`config.mk`:
```
export PLATFORM = sky130hd
export DESIGN_NAME = uart_tx_fsm
export DESIGN_NICKNAME = d
export VERILOG_FILES = /design/src/rtl/uart_tx_fsm.sv
export SDC_FILE = /design/constraint.sdc
export NUM_CORES = 1
export LEC_CHECK = 0
export CORE_MARGIN = 3
export CORE_UTILIZATION = 51
export CTS_CLUSTER_DIAMETER = 100
export CTS_CLUSTER_SIZE = 40
export DETAILED_ROUTE_END_ITERATION = 16
export DONT_BUFFER_PORTS = 1
export GPL_TIMING_DRIVEN = 0
export PLACE_DENSITY = 0.76
export SYNTH_ARGS = -nofsm -noshare
export SYNTH_HDL_FRONTEND = slang
export SYNTH_SLANG_ARGS = --single-unit
```
`constraint.sdc`:
```
create_clock -name CLK -period 3.02 [get_ports CLK]
set_input_delay 0.151 -clock CLK [delete_from_list [all_inputs] [get_ports CLK]]
set_output_delay 0.151 -clock CLK [all_outputs]
set_load 0.01 [all_outputs]
```
`src/rtl/uart_tx_fsm.sv`:
```
// UART transmit FSM: start bit, DATA_W data bits LSB first, optional parity,
// stop bit. Bit time is Prescale clock cycles (0 treated as 1).
// Optional feature macro: UART_TX_PARITY_EN (parity state and generator).
// Handshake: a byte is accepted on any rising edge where the FSM is idle and
// Data_Valid=1; Busy is high from that edge until the edge ending the stop
// bit, and Data_Valid is ignored while Busy is high (no queueing).
// The FSM state is held in state_q (state_e) for binding checkers.
module uart_tx_fsm #(
  parameter int DATA_W  = 8,
  parameter int PRESC_W = 6
) (
  input  logic               CLK,
  input  logic               RST,
  input  logic [DATA_W-1:0]  P_DATA,
  input  logic               Data_Valid,
  input  logic               PAR_EN,
  input  logic               PAR_TYP,
  input  logic [PRESC_W-1:0] Prescale,
  output logic               TX_OUT,
  output logic               Busy
);

  localparam int BIT_W = (DATA_W > 1) ? $clog2(DATA_W) : 1;
  localparam logic [BIT_W-1:0] LAST_BIT = BIT_W'(DATA_W - 1);

  typedef enum logic [2:0] {
    IDLE   = 3'd0,
    START  = 3'd1,
    DATA   = 3'd2,
    PARITY = 3'd3,
    STOP   = 3'd4
  } state_e;

  state_e              state_q, state_d;
  logic [PRESC_W-1:0]  presc_cnt_q, presc_cnt_d;
  logic [PRESC_W-1:0]  presc_q, presc_d;
  logic [BIT_W-1:0]    bit_cnt_q, bit_cnt_d;
  logic [DATA_W-1:0]   shift_q, shift_d;
  logic                tx_q, tx_d;
  logic                busy_q, busy_d;
  logic [PRESC_W-1:0]  presc_max;
  logic                bit_end;

`ifdef UART_TX_PARITY_EN
  // Parity bit is computed once when the byte is accepted, since the shift
  // register is consumed while the data bits go out.
  logic par_en_q, par_en_d;
  logic par_bit_q, par_bit_d;
`else
  logic unused_par_inputs;
  assign unused_par_inputs = PAR_EN ^ PAR_TYP;
`endif

  // Last count of the bit period; a latched Prescale of 0 behaves as 1.
  assign presc_max = (presc_q == '0) ? '0 : presc_q - PRESC_W'(1);
  assign bit_end   = (presc_cnt_q == presc_max);

  // Register all state; reset forces an idle, high line.
  always_ff @(posedge CLK) begin
    if (RST) begin
      state_q     <= IDLE;
      presc_cnt_q <= '0;
      presc_q     <= '0;
      bit_cnt_q   <= '0;
      shift_q     <= '0;
      tx_q        <= 1'b1;
      busy_q      <= 1'b0;
`ifdef UART_TX_PARITY_EN
      par_en_q    <= 1'b0;
      par_bit_q   <= 1'b0;
`endif
    end else begin
      state_q     <= state_d;
      presc_cnt_q <= presc_cnt_d;
      presc_q     <= presc_d;
      bit_cnt_q   <= bit_cnt_d;
      shift_q     <= shift_d;
      tx_q        <= tx_d;
      busy_q      <= busy_d;
`ifdef UART_TX_PARITY_EN
      par_en_q    <= par_en_d;
      par_bit_q   <= par_bit_d;
`endif
    end
  end

  // Next state; tx_d/busy_d are the line values for the state being entered,
  // so the outputs stay registered with no input-to-output path.
  always_comb begin
    state_d     = state_q;
    presc_cnt_d = presc_cnt_q;
    presc_d     = presc_q;
    bit_cnt_d   = bit_cnt_q;
    shift_d     = shift_q;
    tx_d        = tx_q;
    busy_d      = busy_q;
`ifdef UART_TX_PARITY_EN
    par_en_d    = par_en_q;
    par_bit_d   = par_bit_q;
`endif

    if (state_q != IDLE) begin
      presc_cnt_d = bit_end ? '0 : presc_cnt_q + PRESC_W'(1);
    end

    case (state_q)
      IDLE: begin
        tx_d   = 1'b1;
        busy_d = 1'b0;
        if (Data_Valid) begin
          shift_d     = P_DATA;
          presc_d     = Prescale;
          presc_cnt_d = '0;
          bit_cnt_d   = '0;
`ifdef UART_TX_PARITY_EN
          par_en_d    = PAR_EN;
          par_bit_d   = (^P_DATA) ^ PAR_TYP;
`endif
          state_d     = START;
          tx_d        = 1'b0;
          busy_d      = 1'b1;
        end
      end
      START: begin
        if (bit_end) begin
          state_d = DATA;
          tx_d    = shift_q[0];
        end
      end
      DATA: begin
        if (bit_end) begin
          shift_d = shift_q >> 1;
          if (bit_cnt_q == LAST_BIT) begin
            bit_cnt_d = '0;
`ifdef UART_TX_PARITY_EN
            if (par_en_q) begin
              state_d = PARITY;
              tx_d    = par_bit_q;
            end else begin
              state_d = STOP;
              tx_d    = 1'b1;
            end
`else
            state_d = STOP;
            tx_d    = 1'b1;
`endif
          end else begin
            bit_cnt_d = bit_cnt_q + BIT_W'(1);
            tx_d      = shift_d[0];
          end
        end
      end
`ifdef UART_TX_PARITY_EN
      PARITY: begin
        if (bit_end) begin
          state_d = STOP;
          tx_d    = 1'b1;
        end
      end
`endif
      STOP: begin
        if (bit_end) begin
          state_d = IDLE;
          tx_d    = 1'b1;
          busy_d  = 1'b0;
        end
      end
      default: begin
        state_d = IDLE;
        tx_d    = 1'b1;
        busy_d  = 1'b0;
      end
    endcase
  end

  assign TX_OUT = tx_q;
  assign Busy   = busy_q;

endmodule

```
After elaboration in Yosys (flattened, before gate mapping)
Cells that the tools add are included.
{"block": "totals", "out_inout_bits": 2, "latchBits": 0, "register_bits": 28, "word_cells": 58, "mem_bits_ro": 0, "ramBits": 0, "in_bits": 19, "mem_count": 0}
{"block": "op_classes", "n_reduce_logical": 10, "mul": 0, "div_mod_pow": 0, "n_lt_le_gt_ge": 0, "n_eq_ne": 10, "mux": 27, "n_addsub": 3, "bitwise_logic": 1, "n_shift": 0}
{"cell": "$mux W6", "count": 5}
{"cell": "$mux W3", "count": 8}
{"cell": "$mux W8", "count": 2}
{"cell": "$pmux W8 S2", "count": 1}
{"cell": "$pmux W3 S4", "count": 1}
{"cell": "$ne A2 B2 Y1 const B", "count": 5}
{"cell": "$mux W1", "count": 7}
{"cell": "$add A6 B1 Y6 const B", "count": 1}
{"cell": "$eq A3 B3 Y1 const B", "count": 2}
{"cell": "$eq A6 B6 Y1", "count": 1}
{"cell": "$logic_not A6 Y1", "count": 1}
{"cell": "$pmux W3 S2", "count": 1}
{"cell": "$reduce_and A3 Y1", "count": 2}
{"cell": "$sub A6 B1 Y6 const B", "count": 1}
{"cell": "$reduce_and A5 Y1", "count": 1}
{"cell": "$pmux W1 S4", "count": 1}
{"cell": "$reduce_and A2 Y1", "count": 2}
{"cell": "$add A3 B1 Y3 const B", "count": 1}
{"cell": "$eq A3 B1 Y1 const B", "count": 1}
{"cell": "$eq A3 B2 Y1 const B", "count": 1}
{"cell": "$logic_not A3 Y1", "count": 1}
{"cell": "$pmux W1 S3", "count": 1}
{"cell": "$reduce_bool A3 Y1", "count": 1}
{"cell": "$reduce_bool A2 Y1", "count": 1}
{"cell": "2 further kinds", "count": 2}

Depth between registers and ports, before layout
Gate-level depths: netlist of the first run.
{"block": "logic_depth", "ltp_word": 7, "mapped_depth": 9, "depth_no_buf": 8}

Worst setup path after synthesis of the first run
No wires, ideal clock.
{"block": "synth_path", "kind": "reg2reg", "from": "reg presc_q[0]", "to": "reg state_q[2]", "path_buffers": 1, "path_slack_ns": 0.736, "synth_period_minus_slack_ns": 2.284, "setup_time_ns": 0.080, "t_required_ns": 2.940, "t_arrival_ns": 2.204, "path_stages_with_launch": 10, "cell_sequence": "dfxtp_1 -> inv_1 -> ha_1 -> or3b_1 -> or4_1 -> o211ai_1 -> and4_4 -> buf_6 -> nand4b_1 -> a211oi_2"}
{"block": "synth_via", "elab_chain_cells": 5, "elab_cells_between_ends": 8, "classes_between": "add/sub (1); eq/ne (4); mux (1); reduce/logical (2)"}
{"item": "start: declaration", "line_no": "36", "source": "logic [PRESC_W-1:0] presc_q, presc_d;"}
{"item": "start signal: assignment", "line_no": "75", "source": "presc_q <= presc_d;"}
{"item": "$sub A6 B1 Y6 / $logic_not A6 Y1 (equally long branches)", "line_no": "55", "source": "assign presc_max = (presc_q == '0) ? '0 : presc_q - PRESC_W'(1);"}
{"item": "$mux W6 (*)", "line_no": "55"}
{"item": "$eq A6 B6 Y1 (*)", "line_no": "56", "source": "assign bit_end = (presc_cnt_q == presc_max);"}
{"item": "$ne A2 B2 Y1 (no source line)"}
{"item": "$reduce_and A5 Y1 (no source line) (*)"}
{"item": "end signal: assignment", "line_no": "73", "source": "state_q <= state_d;"}
{"item": "end: declaration", "line_no": "34", "source": "state_e state_q, state_d;"}
Every way passes the cells marked *; elsewhere a longest branch is shown, timed or not.
A chain may end at the register's enable or synchronous reset.

Worst setup path in the final report of the first run
{"block": "layout_path", "from": "reg presc_q[0]", "to": "reg shift_q[6]"}
{"block": "layout_via", "elab_chain_cells": 5, "elab_cells_between_ends": 6, "classes_between": "add/sub (1); eq/ne (2); mux (1); reduce/logical (2)"}
{"item": "$sub A6 B1 Y6 / $logic_not A6 Y1 (equally long branches)", "line_no": "55"}
{"item": "$mux W6 (*)", "line_no": "55"}
{"item": "$eq A6 B6 Y1 (*)", "line_no": "56"}
{"item": "$ne A2 B2 Y1 (no source line) (*)"}
{"item": "$reduce_and A3 Y1 (no source line) (*)"}
{"item": "end signal: assignment", "line_no": "77", "source": "shift_q <= shift_d;"}
{"item": "end: declaration", "line_no": "38", "source": "logic [DATA_W-1:0] shift_q, shift_d;"}
Marks and branches as above.

==> summary.json, run 1 <==
{
  "status": {"value": "finished, final reports clean"},
  "worst-endpoint-required": {"value": 3.24, "unit": "ns"},
  "drt_first_pass_iters": {"value": 4},
  "clkTransAtPathRegs": {"value": 0.15, "unit": "ns"},
  "floorplan.die.width": {"value": 62.28, "unit": "um"},
  "synth_enable_flop_cells": {"value": 0},
  "syn_to_final_growth": {"value": 14.79, "unit": "%"},
  "final-hold-violation-count": {"value": 0},
  "tightestPinTransition": {"value": 0.4992, "unit": "ns"},
  "wl_per_cell": {"value": 14.67, "unit": "um"},
  "clock-skew-final": {"value": 0.002578, "unit": "ns"},
  "reg2reg_setup_slack": {"value": 0.32, "unit": "ns"},
  "finalSetupViolCount": {"value": 0},
  "finalNetCount": {"value": 234},
  "power_density": {"value": 505.1, "unit": "nW/um2"},
  "part_of_the_yosys_area_used_for_sequential_elements": {"value": 0.3470},
  "hold-path-endpoint": {"value": "state_q[0]$_SDFFE_PP0P_"},
  "post_drt_via_cell_ratio": {"value": 6.020},
  "unrepaired_setup_endpoints_after_global_routing": {"value": "no"},
  "starting_utilization_of_the_core_area": {"value": 0.5615},
  "async_reset_ff_frac": {"value": 0},
  "post_synth_instance_area": {"value": 1615, "unit": "um2"},
  "place.detailed.instances": {"value": 233},
  "fin_ws": {"value": 0.3218, "unit": "ns"},
  "cts_buffer_depth": {"value": 2},
  "worst_hold_startpoint": {"value": "Data_Valid"},
  "cts_sinks": {"value": 28},
  "number_of_levels_the_h_tree_was_split_into": {"value": 1},
  "timing.rr.end": {"value": "shift_q[6]$_SDFFE_PP0P_"},
  "finalNonFillerCells": {"value": 252},
  "drc_errors_left": {"value": 0},
  "ant_nets": {"value": 0},
  "first_global_vias": {"value": 1514},
  "min-delay-path-class": {"value": "in -> reg"},
  "top_level_port_count": {"value": 21},
  "pleak": {"value": 0.0007014, "unit": "uW"},
  "setup_total_negative_slack": {"value": 0, "unit": "ns"},
  "worst_vdd_ir": {"value": 0.3111, "unit": "mV"},
  "n_antenna_cell": {"value": 0},
  "synth_flop_cell": {"value": "dfxtp_1"},
  "grt_antenna_before_repair": {"value": 0},
  "fp.dieH": {"value": 62.28, "unit": "um"},
  "via_count": {"value": 1517},
  "drv_cap": {"value": 0},
  "fmaxAchievable": {"value": 0.3706, "unit": "GHz"},
  "num-fill-cells": {"value": 255},
  "drt_initial_violations": {"value": 58},
  "synthesis.instances": {"value": 191},
  "max-slew-margin-rel": {"value": 0.6646},
  "cells_on_worst_reg2reg_path": {"value": 8},
  "placement.setup.worst_slack": {"value": 0.3993, "unit": "ns"},
  "hold_ws": {"value": 0.02554, "unit": "ns"},
  "synth.distinct_cells": {"value": 49},
  "groute.usage.overall": {"value": 0.1986},
  "dieArea": {"value": 3879, "unit": "um2"},
  "dp_hpwl": {"value": 2603, "unit": "um"},
  "clock-root-buffer": {"value": "clkbuf_4"},
  "finalPower": {"value": 936.7, "unit": "uW"},
  "gp_routability_congestion": {"value": 0.7955},
  "syn-num-nets": {"value": 214},
  "critPathKind": {"value": "reg -> reg"},
  "placeableCoreArea": {"value": 2877, "unit": "um2"},
  "ctsResizeCount": {"value": 0},
  "post-route-period-util": {"value": 0.8935},
  "cts-buffers-inserted": {"value": 3},
  "final_layout_size_suffix_gt1_frac": {"value": 0.09048},
  "yosys_warnings": {"value": 0},
  "crit_fanout": {"value": 10},
  "r2r-start": {"value": "presc_q[0]$_SDFFE_PP0P_"},
  "slew_viol_final": {"value": 0},
  "globalRoute.totalOverflow": {"value": 0},
  "worstHoldPathCells": {"value": 2},
  "routed_wl": {"value": 3697, "unit": "um"},
  "synth-seq-cells": {"value": 28},
  "pin_count_of_the_biggest_net_entering_global_routing": {"value": 16},
  "clock_latency": {"value": 0.34, "unit": "ns"},
  "clock_tree_from_tritoncts": {"value": "yes"},
  "crit_arrival": {"value": 2.92, "unit": "ns"},
  "grt_first_pass_wirelength": {"value": 6486, "unit": "um"},
  "postSynthAreaPerCell": {"value": 8.457, "unit": "um2"},
  "post-route-min-period": {"value": 2.698, "unit": "ns"},
  "num_rows": {"value": 19},
  "timing.critical_path.from_type": {"value": "flop"},
  "placement.io_buffers": {"value": 0},
  "critical_path.endpoint_type": {"value": "flop"}
}
==> timing repair <==
item	4_1_cts	5_1_grt
hold buffers	15	0
hold endpoints to repair	17	0
setup endpoints to repair	0	0
buffers inserted	0	0
==> placed cells by master (no fill, tap or decap), types with 3 or more instances in the layout <==
| master | Yosys | layout |
|---|---|---|
| xor2_1 | 6 | 6 |
| and3_1 | 3 | 3 |
| o211ai_1 | 6 | 6 |
| a21oi_1 | 16 | 16 |
| a311oi_1 | 7 | 7 |
| nor2_1 | 6 | 6 |
| dfxtp_1 | 28 | 28 |
| dlygate4sd3_1 | 0 | 15 |
| nand2b_1 | 4 | 4 |
| a211oi_1 | 7 | 7 |
| mux2i_1 | 3 | 3 |
| inv_1 | 3 | 3 |
| nor3_1 | 4 | 4 |
| nand2_1 | 32 | 32 |
| clkbuf_1 | 8 | 8 |
| ha_1 | 4 | 4 |
| buf_2 | 3 | 3 |
| or3_1 | 3 | 3 |
| clkbuf_4 | 0 | 3 |
| nor2b_1 | 3 | 3 |
| nand3_1 | 4 | 4 |
| o21ai_0 | 5 | 5 |
==> report_power, final <==
group          internal [uW]  switching (uW)  leakage [uW]
Clock                   74.0             116     0.0000210
Sequential               404            33.4      0.000229
Combinational            134             175      0.000451
==> logic make-up after synthesis <==
group | synth area share
buf+inv | 0.04880
xor+xnor | 0.03796
fa+ha+maj | 0.03098
compound gates | 0.2494
mux | 0.02556
flops | 0.3470
simple gates | 0.2603
==> worst max path at each step <==
stage,start,endpoint,slack [ns],cells after the start
global route,presc_q[0]$_SDFFE_PP0P_,shift_q[6]$_SDFFE_PP0P_,0.18,8
detailed placement,presc_q[0]$_SDFFE_PP0P_,shift_q[6]$_SDFFE_PP0P_,0.40,8
global placement,presc_q[0]$_SDFFE_PP0P_,shift_q[1]$_SDFFE_PP0P_,0.44,8
floorplan,presc_q[0]$_SDFFE_PP0P_,state_q[2]$_SDFFE_PP0P_,0.74,9
finish,presc_q[0]$_SDFFE_PP0P_,shift_q[6]$_SDFFE_PP0P_,0.32,8
CTS,presc_q[0]$_SDFFE_PP0P_,shift_q[6]$_SDFFE_PP0P_,0.37,8
==> synthesized netlist by cell type, types with 3 or more instances <==
master / instances / area, um2
a21oi_1: 16 / 80.08
a311oi_1: 7 / 61.31
buf_2: 3 / 15.01
xor2_1: 6 / 52.55
o211ai_1: 6 / 45.04
mux2i_1: 3 / 30.03
nand2_1: 32 / 120.1
nand3_1: 4 / 20.02
dfxtp_1: 28 / 560.5
inv_1: 3 / 11.26
o21ai_0: 5 / 25.02
ha_1: 4 / 50.05
nand2b_1: 4 / 25.02
or3_1: 3 / 18.77
nor3_1: 4 / 20.02
nor2b_1: 3 / 18.77
and3_1: 3 / 18.77
nor2_1: 6 / 22.52
clkbuf_1: 8 / 30.03
a211oi_1: 7 / 52.55
==> critical path, stage by stage, from the launching register on <==
cell and delay (ns):
dfxtp_1 0.39, inv_1 0.09, ha_1 0.22, or3b_1 0.42, or4_1 0.44, o211ai_1 0.14, nand4_2 0.33, o21ai_2 0.39
a311oi_1 0.16
==> flip-flops by register name, indices dropped and copies added, names as in the netlist <==
signal / cells
Busy: 1
TX_OUT: 1
bit_cnt_q: 3
presc_cnt_q: 6
presc_q: 6
shift_q: 8
state_q: 3
==> metrics by stage <==
step	cell area (um2)	util
after floorplan	1615	-
after global placement	1668	0.5798
after detailed placement	1668	0.5798
after CTS	1854	0.6446
after global routing	1854	0.6446
final	1854	0.6446
==> final cells by class <==
type / instances / area (um2) / area share
multi-input cells: 147 / 975.9 / 0.5263
flip-flops and latches: 28 / 560.5 / 0.3023
repair buffers: 15 / 150.1 / 0.08097
plain buffers: 13 / 67.56 / 0.03644
well taps: 42 / 52.55 / 0.02834
clock buffers: 4 / 36.28 / 0.01957
inverters: 3 / 11.26 / 0.006073
==> routing by layer <==
| layer | vias to the layer above | wire length, um | part of all wire | track usage |
|---|---|---|---|---|
| met1 | 730 | 1696 | 0.46 | 0.2325 |
| met3 | 5 | 97 | 0.026 | 0.02703 |
| met4 | 0 | 51 | 0.014 | 0.07163 |
| met2 | 31 | 1852 | 0.50 | 0.3669 |
| met5 | - | 0 | 0 | 0 |
| li1 | 751 | - | - | - |
Note: power is estimated with default switching activity, not from simulation.
==> run 2: changes to the inputs <==
--- a/config.mk
+++ b/config.mk
@@ -12,7 +12,7 @@
 export DETAILED_ROUTE_END_ITERATION = 16
 export DONT_BUFFER_PORTS = 1
 export GPL_TIMING_DRIVEN = 0
-export PLACE_DENSITY = 0.76
+export PLACE_DENSITY = 0.79
 export SYNTH_ARGS = -nofsm -noshare
 export SYNTH_HDL_FRONTEND = slang
 export SYNTH_SLANG_ARGS = --single-unit
==> constraint.sdc (replaced) <==
create_clock -name CLK -period 2.18 [get_ports CLK]
set_input_delay 0.109 -clock CLK [delete_from_list [all_inputs] [get_ports CLK]]
set_output_delay 0.109 -clock CLK [all_outputs]
set_load 0.01 [all_outputs]
==> run 2 against run 1 <==
Net effect: the flow now finishes with violations (setup timing); first-iteration DRC count up 69%; combinational power up 100%; utilization rose by 8.1 points; global-route usage rose by 2.5 points; sequential power increased by 38%; largest cell class unchanged; largest power group is now combinational cells.
==> summary.json, run 2 (synthesis gave the netlist of run 1 again) <==
{
  "final-hold-violation-count": {"value": 0, "change": "unchanged"},
  "worstPathCellList": {"value": "buf_4 > nor4_1 > a21oi_1 > a211o_1 > and4_4 > buf_6 > or3_1 > a21oi_1"},
  "syn_to_final_growth": {"value": 29.28, "unit": "%"},
  "globalRoute.totalOverflow": {"value": 0, "change": "unchanged"},
  "r2r-start": {"value": "presc_q[0]$_SDFFE_PP0P_"},
  "critical-path-slowest-cell": {"value": "nor4_1"},
  "status": {"value": "finished, violations left"},
  "top_level_port_count": {"value": 21, "change": "unchanged"},
  "leading_registers_by_flop_count": {"value": "shift_q: 8 flops, presc_cnt_q: 6 flops, presc_q: 6 flops"},
  "clock_tree_from_tritoncts": {"value": "yes"},
  "worst_vdd_ir": {"value": 0.4356, "unit": "mV", "change": "+40%"},
  "setup_total_negative_slack": {"value": -4.942, "unit": "ns", "change": "-4.942 ns"},
  "failed_checks": {"value": "setup timing"},
  "cts_sinks": {"value": 28, "change": "unchanged"},
  "critical_path.endpoint_type": {"value": "flop"},
  "regMostFlops": {"value": "shift_q"},
  "max-slew-margin-rel": {"value": 0.6185, "change": "-0.04608"},
  "placeableCoreArea": {"value": 2877, "unit": "um2", "change": "unchanged"},
  "fp.dieH": {"value": 62.28, "unit": "um", "change": "unchanged"},
  "number_of_levels_the_h_tree_was_split_into": {"value": 1, "change": "unchanged"},
  "crit_fanout": {"value": 5, "change": "-5"},
  "cp.buffers_inverters": {"value": 2, "change": "+1"},
  "via_count": {"value": 1626, "change": "+7.2%"},
  "post-route-min-period": {"value": 2.458, "unit": "ns", "change": "-0.2403 ns"},
  "gp_routability_congestion": {"value": 0.7842, "change": "-1.4%"},
  "floorplan.die.width": {"value": 62.28, "unit": "um", "change": "unchanged"},
  "placedInstanceArea": {"value": 1683, "unit": "um2", "change": "+0.90%"},
  "wl_per_cell": {"value": 16.83, "unit": "um", "change": "+15%"},
  "dp_hpwl": {"value": 2693, "unit": "um", "change": "+3.5%"},
  "drv_cap": {"value": 0, "change": "unchanged"},
  "num_rows": {"value": 19, "change": "unchanged"},
  "fmaxAchievable": {"value": 0.4068, "unit": "GHz", "change": "+9.8%"},
  "groute.usage.overall": {"value": 0.2240, "change": "+0.02532"},
  "n_antenna_cell": {"value": 0, "change": "unchanged"},
  "finalSetupViolCount": {"value": 22, "change": "+22"},
  "critPathTopFamily": {"value": "simple AND/OR/NAND/NOR gates"},
  "pleak": {"value": 0.0007915, "unit": "uW", "change": "+13%"},
  "worst_setup_path_startpoint": {"value": "presc_q[0]$_SDFFE_PP0P_"},
  "pin_count_of_the_biggest_net_entering_global_routing": {"value": 17, "change": "+1"},
  "timing.critical_path.from_type": {"value": "flop"},
  "first_global_vias": {"value": 1646, "change": "+8.7%"},
  "min-delay-path-class": {"value": "in -> reg"},
  "ant_nets": {"value": 0, "change": "unchanged"},
  "grt_first_pass_wirelength": {"value": 7231, "unit": "um", "change": "+11%"},
  "post-route-period-util": {"value": 1.128, "change": "+0.2341"},
  "clock-root-buffer": {"value": "clkbuf_4"},
  "termination_of_the_worst_setup_path": {"value": "presc_cnt_q[0]$_SDFF_PP0_"},
  "fin_ws": {"value": -0.2780, "unit": "ns", "change": "-0.5997 ns"},
  "clock-skew-final": {"value": 0.001716, "unit": "ns", "change": "-0.0008625 ns"},
  "number_of_flip_flops_under_the_largest_register_name": {"value": 8, "change": "unchanged"},
  "tightestPinTransition": {"value": 0.5670, "unit": "ns", "change": "+0.06773 ns"},
  "worst-path-stages": {"value": 8, "change": "unchanged"},
  "cts_buffer_depth": {"value": 2, "change": "unchanged"},
  "cells_on_worst_reg2reg_path": {"value": 8, "change": "unchanged"},
  "worst_path_most_repeated_cell": {"value": "a21oi_1"},
  "grt_antenna_before_repair": {"value": 0, "change": "unchanged"},
  "power_density": {"value": 753.6, "unit": "nW/um2", "change": "+49%"},
  "drc_errors_left": {"value": 0, "change": "unchanged"},
  "routed_wl": {"value": 4461, "unit": "um", "change": "+21%"},
  "slew_viol_final": {"value": 0, "change": "unchanged"},
  "final_cell_mix": {"value": "nand2_1 (32), dfxtp_1 (22), dlygate4sd3_1 (15), a21oi_1 (14), buf_4 (9)"},
  "worst-endpoint-required": {"value": 2.45, "unit": "ns", "change": "-0.79 ns"},
  "clkTransAtPathRegs": {"value": 0.16, "unit": "ns", "change": "about the same"},
  "critical-path-max-stage-delay": {"value": 0.53, "unit": "ns", "change": "+0.09 ns"},
  "layout_commonest_cell": {"value": "nand2_1"},
  "critPathKind": {"value": "reg -> reg"},
  "crit_arrival": {"value": 2.73, "unit": "ns", "change": "-0.19 ns"},
  "drt_first_pass_iters": {"value": 4, "change": "unchanged"},
  "placement.io_buffers": {"value": 0, "change": "unchanged"},
  "final_layout_size_suffix_gt1_frac": {"value": 0.2332, "change": "+0.1427"},
  "cts-buffers-inserted": {"value": 3, "change": "unchanged"},
  "drt_initial_violations": {"value": 98, "change": "+69%"},
  "post_drt_via_cell_ratio": {"value": 6.136, "change": "+1.9%"},
  "unrepaired_setup_endpoints_after_global_routing": {"value": "yes"},
  "dieArea": {"value": 3879, "unit": "um2", "change": "unchanged"},
  "clock_latency": {"value": 0.32, "unit": "ns", "change": "-0.02 ns"},
  "fin_area": {"value": 2088, "unit": "um2", "change": "+13%"},
  "reg2reg_setup_slack": {"value": -0.28, "unit": "ns", "change": "-0.60 ns"},
  "timing.rr.end": {"value": "presc_cnt_q[0]$_SDFF_PP0_"},
  "finalNetCount": {"value": 247, "change": "+5.6%"},
  "starting_utilization_of_the_core_area": {"value": 0.5615, "change": "unchanged"}
}
[run 2: worst min path at each step]
stage,cells past startpoint,end,start,slack [ns]
3_3_place_gp,2,presc_q[1]$_SDFFE_PP0P_,Prescale[1],0.24
5_1_grt,3,shift_q[3]$_SDFFE_PP0P_,Data_Valid,0.14
4_1_cts,3,shift_q[2]$_SDFFE_PP0P_,Data_Valid,0.13
3_5_place_dp,2,presc_q[1]$_SDFFE_PP0P_,Prescale[1],0.25
6_report,3,shift_q[1]$_SDFFE_PP0P_,Data_Valid,0.14
2_1_floorplan,2,presc_q[1]$_SDFFE_PP0P_,Prescale[1],0.24
[run 2: routing by layer]
metal | GRT usage | wire length (um)
met1 | 0.2411 | 1755
met2 | 0.4368 | 2422
met3 | 0.03964 | 203
met4 | 0.07163 | 79
met5 | 0 | 0
[run 2: stage by stage]
| step | setup WS, ns | utilization | instances | power [uW] | hold slack, ns |
|---|---|---|---|---|---|
| 2_1_floorplan | -0.02253 | - | 191 | 942.8 | 0.2374 |
| 3_3_place_gp | -0.2662 | 0.5850 | 233 | 1008 | 0.2406 |
| 3_5_place_dp | -0.3349 | 0.5850 | 233 | 1026 | 0.2503 |
| 4_1_cts | -0.2605 | 0.7016 | 262 | 1495 | 0.1307 |
| 5_1_grt | -0.3569 | 0.7260 | 265 | 1660 | 0.1411 |
| 6_report | -0.2780 | 0.7260 | 265 | 1574 | 0.1429 |
[run 2: tightest hold or removal path: cells and delay by family]
family | cells | cell delay (ns)
AO/OA/AOI/OAI | 2 | 0.22
AND/OR/NAND/NOR | 1 | 0.10
[run 2: cell type report]
type                       count  area, um2
sequential                    28      575.6
buffer                        13      67.56
fill                         215      788.3
inverter                       3      13.76
clock buffer                   3      22.52
clock inverter                 1      30.03
tap                           42      52.55
multi-input combinational    147       1064
timing repair buffer          28      262.8
[run 2: report_power, final]
part / internal [uW] / leakage, uW / switching, uW / total [uW]
clock: 186 / 0.0000279 / 159 / 344
sequential: 561 / 0.000233 / 44.2 / 605
combinational: 298 / 0.000531 / 326 / 625
total: 1040 / 0.000792 / 529 / 1570
[run 2: repair_timing]
item                                   in CTS  in global routing
cloned                                      1                  0
setup endpoints to repair                  22                 22
buffers inserted                            9                  3
endpoints found under the hold margin      18                  0
pin swaps                                  15                 10
gates resized for setup                    17                 12
hold buffers                               15                  0
==> run 3: changes to the inputs <==
--- a/config.mk
+++ b/config.mk
@@ -13,6 +13,8 @@
 export DONT_BUFFER_PORTS = 1
 export GPL_TIMING_DRIVEN = 0
 export PLACE_DENSITY = 0.79
+export SETUP_SLACK_MARGIN = 0.15
+export SLEW_MARGIN = 20
 export SYNTH_ARGS = -nofsm -noshare
 export SYNTH_HDL_FRONTEND = slang
 export SYNTH_SLANG_ARGS = --single-unit
==> run 3 against run 2 <==
Net effect: combinational power is 13% higher; clock-buffer cell count is 1 higher; clock skew hardly changed; non-clock buffer count is 8 higher; largest cell class unchanged; hold slack worse by 0.011 ns; critical path depth is 2 higher; first-iteration DRC count is 21% higher; the flow still finishes with violations (setup timing); sequential power hardly changed; sequential cell count stayed put; power is 0.22% higher; sequential share of layout area is 1.1 points lower.
==> summary.json, run 3 (synthesis gave the netlist of run 1 again) <==
{
  "leading_registers_by_flop_count": {"value": "shift_q: 8 flops, presc_cnt_q: 6 flops, presc_q: 6 flops"},
  "placedInstanceArea": {"value": 1693, "unit": "um2", "change": "+0.59%"},
  "final_cell_mix": {"value": "nand2_1 (32), dfxtp_1 (22), a21oi_1 (15), dlygate4sd3_1 (15), buf_4 (14)"},
  "tightestPinTransition": {"value": 0.5908, "unit": "ns", "change": "+0.02385 ns"},
  "critPathTopFamily": {"value": "simple AND/OR/NAND/NOR gates"},
  "post-route-min-period": {"value": 2.434, "unit": "ns", "change": "-0.02388 ns"},
  "starting_utilization_of_the_core_area": {"value": 0.5615, "change": "unchanged"},
  "placement.io_buffers": {"value": 0, "change": "unchanged"},
  "failed_checks": {"value": "setup timing"},
  "finalSetupViolCount": {"value": 22, "change": "unchanged"},
  "grt_antenna_before_repair": {"value": 0, "change": "unchanged"},
  "first_global_vias": {"value": 1628, "change": "-1.1%"},
  "critical-path-slowest-cell": {"value": "or4_4"},
  "reg2reg_setup_slack": {"value": -0.25, "unit": "ns", "change": "+0.02 ns"},
  "finalNonFillerCells": {"value": 273, "change": "+3.0%"},
  "placement.setup.worst_slack": {"value": -0.3218, "unit": "ns", "change": "+0.01306 ns"},
  "pin_count_of_the_biggest_net_entering_global_routing": {"value": 16, "change": "-1"},
  "clock-root-buffer": {"value": "clkbuf_4"},
  "ant_nets": {"value": 0, "change": "unchanged"},
  "clock-skew-final": {"value": 0.001298, "unit": "ns", "change": "-0.0004183 ns"},
  "routed_wl": {"value": 4544, "unit": "um", "change": "+1.9%"},
  "num-fill-cells": {"value": 191, "change": "-11%"},
  "register_area": {"value": 575.6, "unit": "um2", "change": "unchanged"},
  "power.net_switching": {"value": 559.4, "unit": "uW", "change": "+5.7%"},
  "fp.dieH": {"value": 62.28, "unit": "um", "change": "unchanged"},
  "critical_path.endpoint_type": {"value": "flop"},
  "number_of_levels_the_h_tree_was_split_into": {"value": 1, "change": "unchanged"},
  "fin_ws": {"value": -0.2541, "unit": "ns", "change": "+0.02388 ns"},
  "syn_to_final_growth": {"value": 34.78, "unit": "%"},
  "cts_buffer_depth": {"value": 2, "change": "unchanged"},
  "place.detailed.instances": {"value": 233, "change": "unchanged"},
  "num_rows": {"value": 19, "change": "unchanged"},
  "finalPower": {"value": 1577, "unit": "uW", "change": "+0.22%"},
  "cells_on_worst_reg2reg_path": {"value": 10, "change": "+2"},
  "clockPowerShare": {"value": 0.166, "change": "-0.053"},
  "post-route-period-util": {"value": 1.117, "change": "-0.01096"},
  "cp.buffers_inverters": {"value": 3, "change": "+1"},
  "unrepaired_setup_endpoints_after_global_routing": {"value": "yes"},
  "clock_latency": {"value": 0.34, "unit": "ns", "change": "+0.02 ns"},
  "dieArea": {"value": 3879, "unit": "um2", "change": "unchanged"},
  "crit_arrival": {"value": 2.69, "unit": "ns", "change": "-0.04 ns"},
  "number_of_flip_flops_under_the_largest_register_name": {"value": 8, "change": "unchanged"},
  "drt_first_pass_iters": {"value": 4, "change": "unchanged"},
  "drc_errors_left": {"value": 0, "change": "unchanged"},
  "max-slew-margin-rel": {"value": 0.6044, "change": "-0.01414"},
  "worstHoldPathCells": {"value": 3, "change": "unchanged"},
  "top_level_port_count": {"value": 21, "change": "unchanged"},
  "clock_tree_from_tritoncts": {"value": "yes"},
  "timing.rr.end": {"value": "shift_q[6]$_SDFFE_PP0P_"},
  "placeableCoreArea": {"value": 2877, "unit": "um2", "change": "unchanged"},
  "r2r-start": {"value": "presc_q[0]$_SDFFE_PP0P_"},
  "timing.critical_path.from_type": {"value": "flop"},
  "gp_routability_congestion": {"value": 0.7694, "change": "-1.9%"},
  "pleak": {"value": 0.0008344, "unit": "uW", "change": "+5.4%"},
  "fin_area": {"value": 2177, "unit": "um2", "change": "+4.3%"},
  "power.share.combinational": {"value": 0.449, "change": "+0.052"},
  "final-hold-violation-count": {"value": 0, "change": "unchanged"},
  "dp_hpwl": {"value": 2643, "unit": "um", "change": "-1.9%"},
  "slew_viol_final": {"value": 0, "change": "unchanged"},
  "layout_commonest_cell": {"value": "nand2_1"},
  "post_drt_via_cell_ratio": {"value": 5.923, "change": "-3.5%"},
  "floorplan.die.width": {"value": 62.28, "unit": "um", "change": "unchanged"},
  "status": {"value": "finished, violations left"},
  "hold-path-endpoint": {"value": "shift_q[0]$_SDFFE_PP0P_"},
  "worst_vdd_ir": {"value": 0.5032, "unit": "mV", "change": "+16%"},
  "via_count": {"value": 1617, "change": "-0.55%"},
  "setup_total_negative_slack": {"value": -4.748, "unit": "ns", "change": "+0.1934 ns"},
  "multi_input_gate_area_in_the_final_layout": {"value": 1097, "unit": "um2", "change": "+3.2%"},
  "worst-endpoint-required": {"value": 2.44, "unit": "ns", "change": "about the same"},
  "critPathKind": {"value": "reg -> reg"},
  "grt_first_pass_wirelength": {"value": 7224, "unit": "um", "change": "about the same"},
  "n_antenna_cell": {"value": 0, "change": "unchanged"},
  "worst_path_most_repeated_cell": {"value": "buf_6"},
  "crit_fanout": {"value": 5, "change": "unchanged"},
  "final_layout_size_suffix_gt1_frac": {"value": 0.2771, "change": "+0.04387"},
  "wl_per_cell": {"value": 16.64, "unit": "um", "change": "-1.1%"},
  "seqPwrFrac": {"value": 0.385, "change": "about the same"},
  "finalNetCount": {"value": 255, "change": "+3.2%"},
  "cts_sinks": {"value": 28, "change": "unchanged"},
  "clkTransAtPathRegs": {"value": 0.15, "unit": "ns", "change": "about the same"},
  "drv_cap": {"value": 0, "change": "unchanged"},
  "critical-path-max-stage-delay": {"value": 0.43, "unit": "ns", "change": "-0.10 ns"},
  "worstPathCellList": {"value": "inv_4 > ha_4 > or3b_4 > or4_4 > o211ai_1 > and4_4 > buf_6 > buf_6 > a211oi_2 > a311oi_1"},
  "power_density": {"value": 724.4, "unit": "nW/um2", "change": "-3.9%"},
  "globalRoute.totalOverflow": {"value": 0, "change": "unchanged"},
  "worst_setup_path_startpoint": {"value": "presc_q[0]$_SDFFE_PP0P_"},
  "regMostFlops": {"value": "shift_q"},
  "cts-buffers-inserted": {"value": 3, "change": "unchanged"},
  "cell_internal_power": {"value": 1018, "unit": "uW", "change": "-2.6%"},
  "fmaxAchievable": {"value": 0.4108, "unit": "GHz", "change": "+0.98%"},
  "power_switching_share": {"value": 0.3547, "change": "+0.01845"},
  "groute.usage.overall": {"value": 0.2292, "change": "+0.005268"},
  "worst_hold_startpoint": {"value": "Data_Valid"},
  "drt_initial_violations": {"value": 119, "change": "+21%"},
  "min-delay-path-class": {"value": "in -> reg"}
}
[run 3: cell types whose count changed in the layout (fill, tap and decap cells not counted), moves of 2 or more]
| cell | before | now |
|---|---|---|
| buf_6 | 6 | 9 |
| xor2_1 | 6 | 4 |
| buf_4 | 9 | 14 |
| a211oi_1 | 6 | 4 |
| xor2_2 | 0 | 2 |
| a211oi_2 | 2 | 4 |
[run 3: worst max path at each step]
stage                         endpoint  slack (ns)  depth (start not counted)
3_5_place_dp   shift_q[2]$_SDFFE_PP0P_       -0.32                          8
3_3_place_gp   shift_q[6]$_SDFFE_PP0P_       -0.27                          7
5_1_grt        shift_q[3]$_SDFFE_PP0P_       -0.36                         10
2_1_floorplan  shift_q[0]$_SDFFE_PP0P_       -0.02                          7
6_report       shift_q[6]$_SDFFE_PP0P_       -0.25                         10
4_1_cts        shift_q[0]$_SDFFE_PP0P_       -0.21                          8
[run 3: routing by layer]
layer | routed length, um | vias to the layer above | GRT usage
met5 | 0 | - | 0
met4 | 126 | 0 | 0.1102
met3 | 182 | 14 | 0.04144
met2 | 2401 | 47 | 0.4180
met1 | 1833 | 765 | 0.2553
li1 | - | 791 | -
[run 3: tightest hold or removal path, delay by kind of cell]
kind            cells  cell delay [ns]
simple gates        1             0.10
compound gates      2             0.23
[run 3: area by class of cell]
type                       instances  share of cell area
timing repair buffer              36              0.1534
clock buffer                       4             0.01667
tap                               42             0.02414
multi-input combinational        147              0.5040
inverter                           3            0.006322
sequential                        28              0.2644
buffer                            13             0.03103
[run 3: per-stage QoR]
stage                 util  hold WS [ns]
global route        0.7569        0.1489
CTS                 0.7255        0.1321
global placement    0.5885        0.2402
finish              0.7569        0.1316
detailed placement  0.5885        0.2518
floorplan                -        0.2374
[run 3: power by group through the flow]
stage	Sequential [uW]	Combinational, uW	Clock (uW)
after floorplan	605	342	0
after global placement	615	400	0
after detailed placement	619	414	0
after CTS	605	618	263
after global routing	614	757	292
final	608	708	262
[run 3: repair_timing]
action                                 CTS  global route
hold buffers                            15             0
setup buffers                           17             4
gates resized for setup                 26            11
setup endpoints to repair               22            22
pin swaps                               15            17
endpoints found under the hold margin   18             0
